--- config.mk ---
export PLATFORM = sky130hd
export DESIGN_NAME = alu_cu
export DESIGN_NICKNAME = d
export VERILOG_FILES = /design/src/rtl/alu_cu.sv
export SDC_FILE = /design/constraint.sdc
export NUM_CORES = 1
export LEC_CHECK = 0
export BUFFER_PORTS_ARGS = -buffer_cell sky130_fd_sc_hd__buf_2
export CORE_ASPECT_RATIO = 1.1
export CORE_MARGIN = 4
export CORE_UTILIZATION = 35
export CTS_BUF_LIST = sky130_fd_sc_hd__clkbuf_16
export DETAILED_ROUTE_END_ITERATION = 8
export GPL_ROUTABILITY_DRIVEN = 0
export HOLD_SLACK_MARGIN = 0.06
export PLACE_DENSITY = 0.69
export SLEW_MARGIN = 40
export SYNTH_ARGS = -nofsm -noshare
export SYNTH_HDL_FRONTEND = slang
export SYNTH_SLANG_ARGS = --single-unit
--- constraint.sdc ---
create_clock -name CLK -period 3.35 [get_ports CLK]
set_input_delay 0.67 -clock CLK [delete_from_list [all_inputs] [get_ports CLK]]
set_output_delay 0.67 -clock CLK [all_outputs]
set_load 0.02 [all_outputs]
--- src/rtl/alu_cu.sv ---
// Control unit for the 8-bit sequential ALU: sequences add, subtract, Booth
// multiply and non-restoring divide by strobing the A/Q/M/Q_1/COUNT datapath.
module alu_cu (
  input  logic       CLK,
  input  logic       RST,
  input  logic       BGN,
  input  logic [1:0] OP,
  input  logic       Q0,
  input  logic       Q_1,
  input  logic       A7,
  input  logic       CNT7,
  output logic       c0,
  output logic       c0_prim,
  output logic       c1,
  output logic       c2,
  output logic       c3,
  output logic       c4,
  output logic       cR,
  output logic       cL,
  output logic       c5,
  output logic       c6,
  output logic       c7,
  output logic       c7_5,
  output logic       c8
);

  typedef enum logic [3:0] {
    S_IDLE  = 4'd0,
    S_LD1   = 4'd1,
    S_LD2   = 4'd2,
    S_AS    = 4'd3,
    S_MTEST = 4'd4,
    S_MADD  = 4'd5,
    S_MSUB  = 4'd6,
    S_MSH   = 4'd7,
    S_DSH   = 4'd8,
    S_DSUB  = 4'd9,
    S_DADD  = 4'd10,
    S_DQ    = 4'd11,
    S_DCORR = 4'd12,
    S_OUT1  = 4'd13,
    S_OUT2  = 4'd14,
    S_DONE  = 4'd15
  } state_t;

  state_t     state_q, state_d;
  logic [1:0] op_q, op_d;

  // State and latched operation code
  always_ff @(posedge CLK) begin
    if (RST) begin
      state_q <= S_IDLE;
      op_q    <= 2'b00;
    end else begin
      state_q <= state_d;
      op_q    <= op_d;
    end
  end

  // Next-state logic; OP is only looked at in LD2, later flow uses op_q
  always_comb begin
    state_d = state_q;
    op_d    = op_q;
    case (state_q)
      S_IDLE:  state_d = BGN ? S_LD1 : S_IDLE;
      S_LD1:   state_d = S_LD2;
      S_LD2: begin
        op_d = OP;
        case (OP)
          2'b10:   state_d = S_MTEST;
          2'b11:   state_d = S_DSH;
          default: state_d = S_AS;
        endcase
      end
      S_AS:    state_d = S_OUT1;
      S_MTEST: begin
        case ({Q0, Q_1})
          2'b01:   state_d = S_MADD;
          2'b10:   state_d = S_MSUB;
          default: state_d = S_MSH;
        endcase
      end
      S_MADD:  state_d = S_MSH;
      S_MSUB:  state_d = S_MSH;
      S_MSH:   state_d = CNT7 ? S_OUT1 : S_MTEST;
      S_DSH:   state_d = A7 ? S_DADD : S_DSUB;
      S_DSUB:  state_d = S_DQ;
      S_DADD:  state_d = S_DQ;
      S_DQ: begin
        if (!CNT7)   state_d = S_DSH;
        else if (A7) state_d = S_DCORR;
        else         state_d = S_OUT1;
      end
      S_DCORR: state_d = S_OUT1;
      S_OUT1:  state_d = op_q[1] ? S_OUT2 : S_DONE;
      S_OUT2:  state_d = S_DONE;
      S_DONE:  state_d = S_IDLE;
      default: state_d = S_IDLE;
    endcase
  end

  // Moore strobe decode; c5 reads the post-add/sub sign live in DQ
  always_comb begin
    c0      = 1'b0;
    c0_prim = 1'b0;
    c1      = 1'b0;
    c2      = 1'b0;
    c3      = 1'b0;
    c4      = 1'b0;
    cR      = 1'b0;
    cL      = 1'b0;
    c5      = 1'b0;
    c6      = 1'b0;
    c7      = 1'b0;
    c7_5    = 1'b0;
    c8      = 1'b0;
    case (state_q)
      S_LD1:   c0 = 1'b1;
      S_LD2:   c0_prim = 1'b1;
      S_AS: begin
        c1 = 1'b1;
        c3 = 1'b1;
        c2 = op_q[0];
      end
      S_MADD:  c1 = 1'b1;
      S_MSUB: begin
        c1 = 1'b1;
        c2 = 1'b1;
      end
      S_MSH: begin
        cR = 1'b1;
        c4 = 1'b1;
      end
      S_DSH:   cL = 1'b1;
      S_DSUB: begin
        c1 = 1'b1;
        c2 = 1'b1;
      end
      S_DADD:  c1 = 1'b1;
      S_DQ: begin
        c4 = 1'b1;
        c5 = ~A7;
      end
      S_DCORR: c7_5 = 1'b1;
      S_OUT1:  c6 = 1'b1;
      S_OUT2:  c7 = 1'b1;
      S_DONE:  c8 = 1'b1;
      default: ;
    endcase
  end

endmodule

# ---- Yosys cells after proc, flatten, opt, wreduce, memory -nomap -nowiden
# Cells that the tools add are included.
dict set report word_totals {
  regBits 6
  latch_bits 0
  ramBits 0
  romBits 0
  in_bits 9
  elab_cells 51
  mem_count 0
}
dict set report classes {
  addsub 0
  n_mul 0
  div 0
  magnitude_cmp 0
  eq_ne 19
  shifts 0
  mux 22
  bitwise_logic 1
  reduce_logical 7
}
# op n
set op_table {}
lappend op_table {{$pmux W4 S13} 1}
lappend op_table {{$eq A4 B4 Y1 const B} 8}
lappend op_table {{$eq A4 B3 Y1 const B} 4}
lappend op_table {{$mux W1} 15}
lappend op_table {{$reduce_or A2 Y1} 5}
lappend op_table {{$eq A4 B2 Y1 const B} 2}
lappend op_table {{$pmux W4 S2} 1}
lappend op_table {{$eq A2 B2 Y1 const B} 3}
lappend op_table {{$reduce_or A5 Y1} 1}
lappend op_table {{$eq A4 B1 Y1 const B} 1}
lappend op_table {{$logic_not A4 Y1} 1}
lappend op_table {{$mux W4} 1}
lappend op_table {{$pmux W2 S2} 1}
lappend op_table {{$mux W3} 1}
lappend op_table {{$eq A2 B1 Y1 const B} 1}
lappend op_table {{$mux W2} 1}
lappend op_table {{$pmux W1 S2} 1}
lappend op_table {{$not A1 Y1} 1}

# ---- Longest topological paths before layout
dict set report depth {
  word_depth 3
  depth_mapped 5
  depth_no_buf 4
}

# ---- Worst setup path before layout
# No wires, ideal clock.
dict set report synth_path {
  kind {input to output}
  from {input A7}
  to {output c5}
  arrival_time_ns 1.167
  setup_slack_ns 1.513
  path_stages 1
  path_buffers 0
  cell_sequence {nor3_1}
}
dict set report synth_via {
  elab_chain_cells 2
}
# element line
set synth_lines {}
lappend synth_lines {{start, declared} 10} ;# input logic A7,
lappend synth_lines {{$not A1 Y1} 142} ;# c5 = ~A7;
lappend synth_lines {{$mux W1} 117} ;# case (state_q)
lappend synth_lines {{end, declared} 20} ;# output logic c5,
# No other way between the ends.

# ---- Worst setup path after layout
dict set report layout_path {
  from {register state_q[1]}
  to {output c5}
}
dict set report layout_via {
  elab_chain_cells 2
}
# element line
set layout_lines {}
lappend layout_lines {{start, declared} 46} ;# state_t state_q, state_d;
lappend layout_lines {{start signal, assigned} 55} ;# state_q <= state_d;
lappend layout_lines {{$eq A4 B4 Y1} 117}
lappend layout_lines {{$mux W1} 117}
# No other way between the ends.

==> results.sh <==
export IMPL_finalCriticalPeriod_ns=2.31
export IMPL_fmax_ghz=0.433
export IMPL_wl_per_cell_um=12.5
export IMPL_vias=642
export IMPL_drt_total_wl_um=1450
export IMPL_end_kind="output port"
export IMPL_fin_skew_ns=0.00142
export IMPL_num_rows=14
export IMPL_rsz0062_at_grt="false"
export IMPL_worst_ep_arrival_time_ns=1.64
export IMPL_synth_top_area_share_pct=22.1
export IMPL_clk_pin_slew_ns=0.03
export IMPL_maxSlewViolCount=0
export IMPL_power_density_nw_per_um2=432
export IMPL_cts_sinks=6
export IMPL_final_setup_tns_ns=0
export IMPL_diodes=0
export IMPL_vdd_drop_max_mv=0.447
export IMPL_dieArea_um2=2250
export IMPL_syn_area_um2=543
export IMPL_dp_slack_ns=1.32
export IMPL_cts_root_buf="clkbuf_16"
export IMPL_cp_max_fo=15
export IMPL_finalHoldViolations=0
export IMPL_worstMarginPinSlew_ns=0.459
export IMPL_yosys_warnings=0
export IMPL_maxCapViolations=0
export IMPL_synth_nets=91
export IMPL_viasPerCell=5.53
export IMPL_initial_core_util_pct=38.3
export IMPL_startpoint_type="flip-flop"
export IMPL_synth_top_area_cell="dfxtp_1"
export IMPL_async_flop_share_pct=0
export IMPL_drcViolationCount=0
export IMPL_grt_pass1_vias=534
export IMPL_synth_avg_cell_area_um2=6.62
export IMPL_grtUsageTotal_pct=12.9
export IMPL_worstPathRequired_ns=2.68
export IMPL_insertion_delay_ns=0.22
export IMPL_cts_htree_levels=1
export IMPL_cts_hold_buf=0
export IMPL_die_y_um=49.3
export IMPL_crit_type="flip-flop to output port"
export IMPL_ys_top_cells_by_area="dfxtp_1 (22%), o21ai_0 (9.2%), a21oi_1 (8.3%), nor2_1 (8.3%), nor3_1 (5.5%)"
export IMPL_ctsLongestPathBuffers=2
export IMPL_final_setup_viol_count=0
export IMPL_synth_ff_type="dfxtp_1"
export IMPL_fin_ws_ns=1.04
export IMPL_n_fill_cell=130
export IMPL_synth_seq_cells=6
export IMPL_final_area_um2=717
export IMPL_dpl_cell_area_um2=642
export IMPL_hpwl_um=1060
export IMPL_status="completed"
export IMPL_seq_area_um2=120
export IMPL_multiInputGateArea_um2=382
export IMPL_syn2layout_area_growth_pct=32.0
export IMPL_slew_limit_headroom_pct=69.4
export IMPL_io_buffers=21
export IMPL_period_share_pct=68.9
export IMPL_synth_cell_types=28
export IMPL_synth_seq_area_share_pct=22.1
export IMPL_fp_dieW_um=45.6
export IMPL_first_pass_iters=4
export IMPL_power_leakage_nw=0.290
export IMPL_synth_edf_count=0
export IMPL_grt_max_degree=16
export IMPL_gr_total_overflow=0
export IMPL_drtAntennaViolNets=0
export IMPL_ioPinCount=22
export IMPL_grt_pass1_wl_um=2170
export IMPL_cts_buffers_inserted=3
export IMPL_cts_setup_buffers=0
export IMPL_postCtsResizedCells=0
export IMPL_antenna_found_initial=0
export IMPL_drt_iter0_drc=16
export IMPL_worstHoldPathType="flip-flop to flip-flop"
export IMPL_drive_above_1_share_pct=29.0
export IMPL_cts_tree="done"
export IMPL_syn_inst=82
export IMPL_nets=111
export IMPL_core_um2=1420
## metal layers
| metal | routed length, um | global-route usage, % | share of wire, % | vias to the layer above |
|---|---|---|---|---|
| met5 | 0 | 0 | 0 | - |
| met4 | 0 | 3.90 | 0 | 0 |
| met3 | 144 | 4.80 | 10 | 0 |
| met2 | 744 | 21.9 | 51 | 29 |
| met1 | 557 | 14.3 | 39 | 283 |
| li1 | - | - | - | 330 |
## area by class of cell
type	instances	area share (%)
multi-input cells	66	53.2
well taps	16	2.79
flip-flops and latches	6	16.8
inverters	4	2.09
repair buffers	21	14.7
clock buffers	3	10.5
## where the power goes
part	internal [mW]	switching (mW)
clock network	0.153	0.0368
logic	0.0166	0.0213
registers	0.0746	0.00777
total	0.244	0.0658
## through the flow
step	cells	utilization, %	hold WS [ns]	power (mW)
final	116	50.5	0.511	0.310
after global routing	116	50.5	0.541	0.323
after CTS	116	50.5	0.520	0.313
after detailed placement	113	45.2	0.492	0.120
after global placement	113	45.2	0.496	0.120
after floorplan	82	-	0.448	0.108
## registers in the layout, summed over array words and instances (netlist names)
name     cells
state_q      4
op_q         2
## kinds of logic after synthesis
family | synth area share [%]
AOI/OAI and AO/OA | 30.9
and+or+nand+nor | 39.4
buffers and inverters | 7.60
DFF | 22.1
## worst max-delay path: stages, from the launching register on
cell and delay, ns:
dfxtp_1 0.59, nand2_1 0.35, nor3_1 0.27, buf_2 0.20
## cell usage in the layout (no fill, tap or decap), types with 2 or more instances in the layout
master	count
inv_1	3
nor2_1	12
nand2b_1	4
nand2_1	5
nor3_1	6
clkbuf_16	3
o21ai_0	10
nand3b_1	2
nor2b_1	2
dfxtp_1	6
a21oi_1	9
and2_1	2
buf_2	21
## cells in the mapped netlist (all sizes together), types with 2 or more instances
master / count
clkbuf: 3
nand2: 5
nand2b: 4
nand3b: 2
nor2: 12
o21ai: 10
and2: 2
dfxtp: 6
nor3: 6
buf: 3
inv: 4
nor2b: 2
a21oi: 10
## worst paths after layout
check        startpoint          to  slack (ns)  cells after the start
max          state_q[1]          c5        1.04                      3
min             op_q[1]     op_q[1]        0.51                      2
max reg2reg  state_q[1]  state_q[0]        1.68                      4
min reg2reg     op_q[1]     op_q[1]        0.51                      2
(Power assumes the default switching activity.)
